$ cat src/rtl/gate_settle_timer.sv
// rtl/gate_settle_timer.sv - 4-bit loadable down-counter timing the settle wait
module gate_settle_timer (
  input  logic       i_clk,
  input  logic       i_rst,
  input  logic       i_load,
  input  logic [3:0] i_load_val,
  input  logic       i_dec,
  output logic       o_zero_next
);

  logic [3:0] r_count;

  always_ff @(posedge i_clk) begin
    if (i_rst) begin
      r_count <= 4'd0;
    end else if (i_load) begin
      r_count <= i_load_val;
    end else if (i_dec && (r_count != 4'd0)) begin
      r_count <= r_count - 4'd1;
    end
  end

  // High when the current decrement brings the count to zero
  assign o_zero_next = (r_count <= 4'd1);

endmodule

$ cat config.mk
export PLATFORM = sky130hd
export DESIGN_NAME = gate_settle_timer
export DESIGN_NICKNAME = d
export VERILOG_FILES = /design/src/rtl/gate_settle_timer.sv
export SDC_FILE = /design/constraint.sdc
export NUM_CORES = 1
export LEC_CHECK = 0
export CORE_AREA = 2 2 39 41
export CTS_CLUSTER_SIZE = 28
export DETAILED_ROUTE_END_ITERATION = 16
export DIE_AREA = 0 0 41 43
export SYNTH_ARGS = -nofsm -noshare
export SYNTH_HDL_FRONTEND = slang
export SYNTH_SLANG_ARGS = --single-unit
$ cat constraint.sdc
create_clock -name i_clk -period 2.01 [get_ports i_clk]
set_clock_uncertainty 0.15 [all_clocks]
set_input_delay 0.402 -clock i_clk [delete_from_list [all_inputs] [get_ports i_clk]]
set_output_delay 0.402 -clock i_clk [all_outputs]
set_load 0.03 [all_outputs]
==> results.yml, run 1 <==
run_status:
  status: "finished clean"
yosys:
  synth_top_area_frac: 0.284
  yosys.cell_types.count: 18
  yosysWarningCount: 0
  synth.area.top_cells: "dfxtp_1 (28%), ha_1 (13%), inv_1 (6.7%)"
  synthesis.area_um2: 282
  syn_area_per_cell_um2: 8.53
  ys_seq_area_frac: 0.284
  netlist.top_cell.by_area: "dfxtp_1"
  synth_seq_cells: 4
  synth_nets: 44
  syn_inst: 33
clock_tree:
  h-tree-depth: 1
  clock_path_buffers: 2
  cts_resized: 0
  cts_tree: "built"
  cts_hold_buf: 0
  cts_setup_buffers: 0
  root_buffer: "clkbuf_4"
  path_clk_slew_ns: 0.04
  insertion_delay_ns: 0.23
  cts_num_sinks: 4
  cts_buffers: 3
sta:
  setup_violations: 0
  rsz0062_at_grt: "false"
  clock.fmax_ghz: 0.555
  drv_slew: 0
  tns_ns: 0
  final_hold_viol_count: 0
  relSlewSlack: 0.768
  final.min_clock_period_ns: 1.80
  finalCritPeriodShare: 0.897
  worst_slew_pin_slew_ns: 0.343
layout:
  fin_util: 0.296
  top_regs: "r_count (4)"
  top_register: "r_count"
  final_nets: 58
  final_cell_area_um2: 409
  layout.cells.non_filler: 61
  seqCellArea_um2: 80.1
  fillers: 152
  largest_reg_flops: 4
  syn_to_final_growth_pct: 45.3
  antenna_cells: 0
  multi_input_area_um2: 183
  layout-drive-gt1-share: 0.200
worst_setup_path:
  start_kind: "register"
  slowest_stage: "dfxtp_1"
  crit_required_ns: 1.46
  r2r_cells: 5
  slowest_delay_ns: 0.32
  cp-end-kind: "output port"
  arrival_ns: 1.25
  crit_fanout: 4
  crit_chain: "inv_1 -> ha_1 -> nor2_1 -> nor3_1 -> buf_4"
  worstSetupPathType: "register to output port"
  rrSetupSlack_ns: 0.22
power_and_ir_drop:
  leakagePower_nw: 0.167
  ir_drop_v: 0.000451
  power_w: 0.000271
  power.density_nw_per_um2: 663
floorplan:
  rows: 14
  io_pins: 9
  die_y_um: 43
  dieArea_um2: 1760
  start_util: 0.203
  fp.dieW_um: 41
  core_area_um2: 1380
drt:
  vias: 274
  routed_wl_um: 572
  vias_per_cell: 4.49
  dr.pass1.iters: 2
  avgRoutedWirePerCell_um: 9.38
  ant_nets: 0
  drt_iter0_drc: 1
  drc: 0
global_route:
  grt_use_total: 0.0974
  grt_pass1_wl_um: 1150
  top_usage_layer: "met2"
  gr-usage-met3: 0.0471
  met1_usage: 0.129
  grt_pass1_vias: 273
  grt_max_degree: 7
  antenna_found_initial: 0
  grt_use_met2: 0.131
  grt-ovfl-total: 0
placement:
  numPortBuffers: 8
  hpwl_um: 478
  gp_congestion: 0.832
  placed_cell_area_um2: 387
  dp_cells: 58
hold_path:
  whs_path_depth: 2
  min_path_type: "register to register"
job:
  maxCapViolCount: 0
[final timing paths]
check,start,to
worst max register to register,r_count[0]$_SDFFE_PP0P_,r_count[1]$_SDFFE_PP0P_
worst max-delay path,r_count[0]$_SDFFE_PP0P_,o_zero_next
worst min-delay path,r_count[3]$_SDFFE_PP0P_,r_count[3]$_SDFFE_PP0P_
worst min register to register,r_count[3]$_SDFFE_PP0P_,r_count[3]$_SDFFE_PP0P_
[cells in the mapped netlist]
master     n
inv_1      5
nor2_1     5
dfxtp_1    4
ha_1       3
nand2_1    2
nor3_1     2
a2111oi_2  1
a211o_2    1
a211oi_1   1
a21o_2     1
a21oi_1    1
a221oi_1   1
a311o_1    1
a311oi_1   1
mux2i_1    1
nand3_1    1
nor4b_1    1
or3b_4     1
[worst max-delay path, delay by kind of cell (launching register included)]
kind / cells / cell delay, ns
flip-flops: 1 / 0.32
buffers and inverters: 2 / 0.32
AND/OR/NAND/NOR: 2 / 0.20
adder cells (fa/ha/maj): 1 / 0.19
[cell type report]
type / count / area share
clock buffer: 3 / 0.0550
tap: 16 / 0.0489
inverter: 5 / 0.0459
sequential: 4 / 0.196
multi-input combinational: 24 / 0.446
timing repair buffer: 9 / 0.208
[through the flow]
step           hold slack [ns]  worst slack [ns]
3_5_place_dp             0.442             0.219
6_report                 0.447             0.208
2_1_floorplan            0.324             0.196
5_1_grt                  0.515            0.0672
3_3_place_gp             0.446             0.211
4_1_cts                  0.452             0.200
[logic make-up after synthesis]
family,Yosys count,synth area share
AND/OR/NAND/NOR,12,0.218
AO/OA/AOI/OAI,8,0.262
buffers and inverters,5,0.0667
flip-flops,4,0.284
adder cells (fa/ha/maj),3,0.133
multiplexers,1,0.0356
[layer usage]
| layer | vias to the layer above | wire (um) | part of all wire |
|---|---|---|---|
| li1 | 147 | - | - |
| met1 | 123 | 281 | 0.49 |
| met2 | 4 | 270 | 0.47 |
| met3 | 0 | 20 | 0.035 |
| met4 | 0 | 0 | 0 |
| met5 | - | 0 | 0 |
[report_power, final]
group          internal, W  leakage (nW)  switching [W]
registers        0.0000871        0.0333     0.00000669
logic            0.0000422         0.120      0.0000395
clock network    0.0000666        0.0138      0.0000293
total             0.000196         0.167      0.0000754
[layout by cell type, fill, tap and decap left out, types with 2 or more instances in the layout]
master / instances
buf_4: 2
clkbuf_4: 3
clkdlybuf4s50_1: 7
dfxtp_1: 4
ha_1: 3
inv_1: 5
nand2_1: 2
nor2_1: 5
nor3_1: 2
(Power assumes the default switching activity.)
==> run 2: changes to the inputs <==
- SLEW_MARGIN: default -> 20
==> results of run 2 <==
Same layout as run 1: the final DEF is identical, and so are final timing and power.
